`src/rtl/mem_access_unit.sv`:
```
// Load/store stage: one handshaked data-memory access per instruction,
// with lane formatting of load data, misalignment and timeout flags.
module mem_access_unit #(
   parameter int TIMEOUT_CYCLES = 255
) (
   input  logic        clk,
   input  logic        reset,
   input  logic        MemRead,
   input  logic        MemWrite,
   input  logic [1:0]  MemSize,
   input  logic        MemSigned,
   input  logic [31:0] Addr,
   input  logic [31:0] WriteData,
   output logic        Stall,
   output logic [31:0] LoadData,
   output logic        AlignErr,
   output logic        BusErr,
   output logic        bus_req,
   output logic        bus_we,
   output logic [31:0] bus_addr,
   output logic [3:0]  bus_be,
   output logic [31:0] bus_wdata,
   input  logic        bus_ack,
   input  logic [31:0] bus_rdata
);

   localparam int CW = $clog2(TIMEOUT_CYCLES + 1);
   localparam logic [CW-1:0] TMAX = CW'(TIMEOUT_CYCLES);

   typedef enum logic [1:0] {
      IDLE,
      REQ,
      DONE
   } state_t;

   state_t      state;
   logic [CW-1:0] cnt;
   logic        req_r;
   logic [1:0]  lane_r;
   logic [1:0]  size_r;
   logic        sgn_r;

   logic        access;
   logic        misal;
   logic [3:0]  be_n;
   logic [31:0] wd_n;
   logic [31:0] lane;
   logic [31:0] fmt;

   assign access = MemRead | MemWrite;

   always_comb begin
      misal = 1'b0;
      be_n  = 4'b0000;
      wd_n  = WriteData;
      unique case (MemSize)
         2'b00: begin
            be_n = 4'b0001 << Addr[1:0];
            wd_n = {4{WriteData[7:0]}};
         end
         2'b01: begin
            misal = Addr[0];
            be_n  = Addr[1] ? 4'b1100 : 4'b0011;
            wd_n  = {2{WriteData[15:0]}};
         end
         2'b10: begin
            misal = |Addr[1:0];
            be_n  = 4'b1111;
         end
         default: misal = 1'b1;
      endcase
   end

   assign lane = bus_rdata >> {lane_r, 3'b000};

   always_comb begin
      fmt = lane;
      unique case (size_r)
         2'b00: fmt = {{24{sgn_r & lane[7]}}, lane[7:0]};
         2'b01: fmt = {{16{sgn_r & lane[15]}}, lane[15:0]};
         default: fmt = lane;
      endcase
   end

   assign Stall    = ((state == IDLE) & access & ~misal)
                   | (state == REQ);
   assign AlignErr = (state == IDLE) & access & misal;
   // reset takes the request off the bus in the same cycle
   assign bus_req  = req_r & ~reset;

   always_ff @(posedge clk) begin
      if (reset) begin
         state     <= IDLE;
         cnt       <= '0;
         req_r     <= 1'b0;
         bus_we    <= 1'b0;
         bus_addr  <= '0;
         bus_be    <= '0;
         bus_wdata <= '0;
         LoadData  <= '0;
         BusErr    <= 1'b0;
         lane_r    <= '0;
         size_r    <= '0;
         sgn_r     <= 1'b0;
      end else begin
         unique case (state)
            IDLE: begin
               if (access && !misal) begin
                  state     <= REQ;
                  cnt       <= '0;
                  req_r     <= 1'b1;
                  bus_we    <= MemWrite;
                  bus_addr  <= {Addr[31:2], 2'b00};
                  bus_be    <= be_n;
                  bus_wdata <= wd_n;
                  lane_r    <= Addr[1:0];
                  size_r    <= MemSize;
                  sgn_r     <= MemSigned;
               end
            end
            REQ: begin
               if (bus_ack) begin
                  req_r <= 1'b0;
                  if (!bus_we) LoadData <= fmt;
                  state <= DONE;
               end else if (cnt == TMAX) begin
                  req_r  <= 1'b0;
                  if (!bus_we) LoadData <= '0;
                  BusErr <= 1'b1;
                  state  <= DONE;
               end else begin
                  cnt <= cnt + 1'b1;
               end
            end
            DONE: begin
               BusErr <= 1'b0;
               state  <= IDLE;
            end
            default: state <= IDLE;
         endcase
      end
   end

endmodule

```
`config.mk`:
```
export PLATFORM = sky130hd
export DESIGN_NAME = mem_access_unit
export DESIGN_NICKNAME = d
export VERILOG_FILES = /design/src/rtl/mem_access_unit.sv
export SDC_FILE = /design/constraint.sdc
export NUM_CORES = 1
export LEC_CHECK = 0
export BUFFER_PORTS_ARGS = -buffer_cell sky130_fd_sc_hd__buf_4
export CAP_MARGIN = 40
export CORE_MARGIN = 2
export CORE_UTILIZATION = 49
export DETAILED_ROUTE_END_ITERATION = 10
export HOLD_SLACK_MARGIN = 0.05
export PLACE_DENSITY = 0.8
export SYNTH_ARGS = -nofsm -noshare
export SYNTH_HDL_FRONTEND = slang
export SYNTH_SLANG_ARGS = --single-unit
```
`constraint.sdc`:
```
create_clock -name clk -period 1.8 [get_ports clk]
set_clock_uncertainty 0.1 [all_clocks]
set_input_delay 0.18 -clock clk [delete_from_list [all_inputs] [get_ports clk]]
set_output_delay 0.18 -clock clk [all_outputs]
set_load 0.1 [all_outputs]
```
==> Word-level counts from Yosys, hierarchy flattened <==
Index checks and enable logic that the tools add are counted.
{ "classes": {"n_reduce_logical": 15, "shift": 2, "eq_ne": 13, "n_addsub": 1, "n_mux": 24, "bitwise": 10} }
{ "op_table": {"columns": ["cell", "count"], "rows": [
  ["32-bit 2-to-1 mux", 4],
  ["32-bit one-hot mux with 2 select lines", 2],
  ["32-bit by 5-bit >> shifter with 32-bit output", 1],
  ["8-bit 2-to-1 mux", 3],
  ["8-bit one-hot mux with 2 select lines", 1],
  ["4-bit one-hot mux with 3 select lines", 1],
  ["8-bit by 1-bit adder with 8-bit output (second input constant)", 1],
  ["8-bit == test (second input constant)", 1],
  ["2-bit inequality test (second input constant)", 4],
  ["4-bit AND reduction", 2],
  ["1-bit bitwise AND", 6],
  ["2-bit by 1-bit == test with 1-bit output (second input constant)", 3],
  ["2-bit logical NOT", 3],
  ["2-bit 2-to-1 mux", 3],
  ["3-bit AND reduction", 2],
  ["2-bit nonzero test", 3],
  ["1-bit 2-to-1 mux", 5],
  ["2-bit == test (second input constant)", 2],
  ["4-bit 2-to-1 mux", 1],
  ["2-bit by 1-bit inequality test with 1-bit output (second input constant)", 2],
  ["1-bit one-hot mux with 2 select lines", 2],
  ["2-bit one-hot mux with 2 select lines", 1],
  ["2-bit AND reduction", 2],
  ["1-bit by 2-bit << shifter with 4-bit output (first input constant)", 1],
  ["other kinds (7)", 9]
]} }
{ "word_totals": {"out_inout_bits": 105, "regBits": 116, "inputBits": 104, "elab_cells": 77} }

==> Depth between registers and ports, before layout <==
{ "depth": {"word_depth": 6, "depth_mapped": 7, "ltp_nobuf": 5} }

==> Least setup slack after synthesis <==
No wires, ideal clock.
{ "synth_timing": {"path_type": "register to output", "start": "reg state[0]", "end": "out AlignErr", "t_arrival_ns": 2.658, "path_stages_with_launch": 4, "setup_slack_ns": -1.138, "path_buffers": 0, "required_time_ns": 1.520, "path_cell_list": "dfxtp_1 > nor2_1 > nand2_1 > nor3_1"} }
{ "synth_between": {"elab_chain_cells": 3} }
{ "synth_lines": {"columns": ["item", "line_no", "rtl"], "rows": [
  ["start, declared", "36", "state_t state;"],
  ["start signal, assigned", "93", "state <= IDLE;"],
  ["start signal, assigned", "109", "state <= REQ;"],
  ["start signal, assigned", "125", "state <= DONE;"],
  ["2-bit logical NOT", "87", "assign AlignErr = (state == IDLE) & access & misal;"],
  ["1-bit bitwise AND (2 in a row)", "87", null],
  ["end, declared", "16", "output logic AlignErr,"]
]} }
No other way between the ends.

==> Worst setup path in the final report <==
{ "layout_timing": {"start": "reg state[1]", "end": "out Stall"} }
{ "layout_between": {"elab_chain_cells": 4, "elab_cells_between_ends": 5, "cone_classes": "eq/ne: 1; bitwise: 3; reduce/logical: 1"} }
{ "layout_lines": {"columns": ["item", "line_no", "rtl"], "rows": [
  ["2-bit logical NOT", "85", "assign Stall = ((state == IDLE) & access & ~misal)"],
  ["1-bit bitwise AND (2 in a row)", "85", null],
  ["1-bit OR *", "86", "| (state == REQ);"],
  ["end, declared", "14", "output logic Stall,"]
]} }
Mark *: on every way between the ends. The rest lies on a longest branch, timed or not.

==> results.py <==
metrics = {
    "sta": {
        "period_minus_slack_ps": 1810,
        "fin_crit_sh": 1.01,
        "slew_viol_final": 0,
        "hold_ws_ps": 73.1,
        "fmax_ghz": 0.552,
        "timing.final.ws_setup_ps": -10.8,
        "worstMarginPinSlew_ps": 608,
        "hold_violations": 0,
        "rsz0062_at_grt": "yes",
        "max-slew-margin-rel": 0.593,
        "finalSetupViolations": 1,
    },
    "global_routing": {
        "grt_start_max_net_pins": 39,
        "overflow": 0,
        "grt_pass1_vias": 6163,
        "grt_antenna_before_repair": 0,
        "track_usage": 0.321,
        "grt_pass1_wl_mm": 29.6,
    },
    "power": {
        "p_leak_nw": 3.58,
        "p_per_area_nw_per_um2": 965,
        "pwr-share-comb": 0.290,
        "sequentialPowerShare": 0.338,
        "swShare": 0.349,
        "total_power_mw": 8.29,
        "peakVddDrop_v": 0.000626,
        "p_int_mw": 5.40,
        "p_sw_mw": 2.89,
        "clkPwrFrac": 0.371,
    },
    "setup_path": {
        "worstSetupStartpoint": "state[1]",
        "crit_arrival_ps": 1530,
        "crit_path_end": "Stall",
        "critical_path_required_ps": 1520,
        "crit_path_end_kind": "output pin",
        "r2r-start": "state[1]",
        "reg2reg_depth": 5,
        "reg2reg_slack_ps": 20,
        "path_max_fanout": 5,
        "crit_type": "flop to output pin",
        "reg2reg_to": "LoadData[0]",
        "cp-start-kind": "flop",
    },
    "detailed_routing": {
        "avgViaCountPerCell": 5.60,
        "drtIter0Drc": 473,
        "drtAntennaViolNets": 0,
        "dr.pass1.iters": 6,
        "route.detailed.drc": 0,
        "vias": 6069,
        "wl_per_cell_um": 17.4,
        "wl_mm": 18.8,
    },
    "cells_and_area": {
        "layout_common_cells": "buf_4 (229), nand2_1 (143), dfxtp_1 (112)",
        "final_layout_size_suffix_gt1_frac": 0.322,
        "fin_area_um2": 8600,
        "final_cell_count_no_fill": 1083,
        "nNetsFinal": 1036,
        "diodes": 0,
        "area_growth_pct": 61.8,
        "layout_commonest_cell": "buf_4",
    },
    "clocking": {
        "clk_pin_slew_ps": 60,
        "cts_tree": "done",
        "clockBufferDepth": 2,
        "ctsRootBufferMaster": "clkbuf_8",
        "cts_sinks": 116,
        "ctsHtreeMaxLevel": 4,
        "clock_latency_ps": 510,
        "cts_made_buffers": 17,
    },
    "run_status": {
        "status": "complete, but fails checks",
        "violations": "setup timing",
    },
    "floorplan": {
        "design.die.area_um2": 11700,
        "die_width_um": 108,
        "start_util": 0.496,
        "rows": 38,
        "fp.dieH_um": 108,
        "io_pins": 209,
        "core_region_area_um2": 10700,
    },
    "yosys": {
        "async_flop_share": 0,
        "synth_edf_count": 0,
        "yosys.cell_types.count": 48,
        "synth_cells": 633,
        "synth_area_um2": 5310,
        "synth_area_leaders": "dfxtp_1 (44%), nand2_1 (10%), a21oi_1 (7.6%), mux2i_1 (6.2%), mux4_2 (3.4%)",
        "synth-seq-cells": 116,
        "ys_seq_area_frac": 0.437,
        "synth_largest_area_cell": "dfxtp_1",
        "synth-main-ff-cell": "dfxtp_1",
        "yosysWarnings": 0,
        "synth_top_area_frac": 0.437,
        "syn_avg_cell_area_um2": 8.39,
    },
    "flow_run": {
        "cap_violations": 0,
    },
    "placement": {
        "gp_congestion": 0.898,
        "port-buffer-count": 206,
        "hpwl_mm": 10.7,
        "place_area_um2": 7050,
        "placed_cells": 956,
    },
    "hold_path": {
        "hold_path_class": "input pin to flop",
    },
}
[worst max-delay path: stages, from the launching register on]
cell	delay, ps
dfxtp_4	360
buf_4	150
nand2b_1	210
nand2_2	130
buf_12	180
[area by class of cell]
cell class / count / area, um2
Clock inverter: 9 / 80.1
Tap cell: 140 / 175
Timing Repair Buffer: 327 / 2760
Multi-Input combinational cell: 441 / 2680
Inverter: 28 / 105
Clock buffer: 22 / 463
Sequential cell: 116 / 2330
Fill cell: 590 / 2100
[through the flow]
stage | setup slack [ps] | utilization | setup TNS (ps)
2_1_floorplan | 103 | - | 0
3_3_place_gp | 170 | 0.659 | 0
3_5_place_dp | 91.3 | 0.659 | 0
4_1_cts | -57.5 | 0.800 | -81.7
6_report | -10.8 | 0.804 | -10.8
5_1_grt | -60.9 | 0.804 | -236
[metal layers]
layer | up-vias | part of all wire | global-route usage | wire, um
met5 | - | 0 | 0 | 0
met4 | 0 | 0.051 | 0.199 | 957
met3 | 93 | 0.076 | 0.0723 | 1420
met2 | 358 | 0.50 | 0.553 | 9400
met1 | 2820 | 0.37 | 0.360 | 7040
li1 | 2798 | - | - | -
[state kept, by name, summed over array words and instances (netlist names)]
name       flops
bus_addr      30
bus_wdata     32
size_r         2
cnt            8
req_r          1
bus_we         1
bus_be         4
state          2
BusErr         1
sgn_r          1
lane_r         2
LoadData      32
[power groups by stage]
| stage | logic, mW | clock network, mW | registers, mW |
|---|---|---|---|
| final | 2.41 | 3.08 | 2.81 |
| after global routing | 2.51 | 3.25 | 2.82 |
| after CTS | 2.34 | 3.10 | 2.80 |
| after detailed placement | 2.14 | 0 | 2.85 |
| after global placement | 2.11 | 0 | 2.84 |
| after floorplan | 0.658 | 0 | 3.75 |
[cell usage after synthesis, types with 12 or more instances]
cell and number:
o21ai_0 25, inv_1 28, dfxtp_1 116, nor2_1 23
o211ai_1 19, nand2_1 145, buf_4 12, clkbuf_1 19
a21oi_1 81, mux2i_1 33, buf_2 14, nand3_1 19
[kinds of logic (layout without fill, tap and decap cells)]
kind of cell,count (synthesis),in the layout,synth area share
AND/OR/NAND/NOR,221,221,0.185
AO/OA/AOI/OAI,169,169,0.195
flip-flops,116,116,0.437
buffers and inverters,77,386,0.0690
multiplexers,48,48,0.111
adder cells (fa/ha/maj),1,1,0.00236
other,1,2,0.000706
[how the worst min path moves through the flow]
| stage | startpoint | cells past startpoint | to |
|---|---|---|---|
| after floorplan | bus_rdata[24] | 2 | LoadData[24] |
| after global placement | bus_rdata[30] | 3 | LoadData[30] |
| after detailed placement | bus_rdata[28] | 3 | LoadData[28] |
| after CTS | bus_rdata[10] | 5 | LoadData[10] |
| after global routing | Addr[1] | 4 | bus_be[2] |
| final | Addr[1] | 4 | bus_be[2] |
[what timing repair did]
action	4_1_cts	5_1_grt
endpoints found under the setup margin	2	13
gates resized for setup	14	4
hold endpoints to repair	103	1
setup buffers	4	2
hold buffers	89	1
pin swaps	3	1
Note: power is estimated with default switching activity, not from simulation.
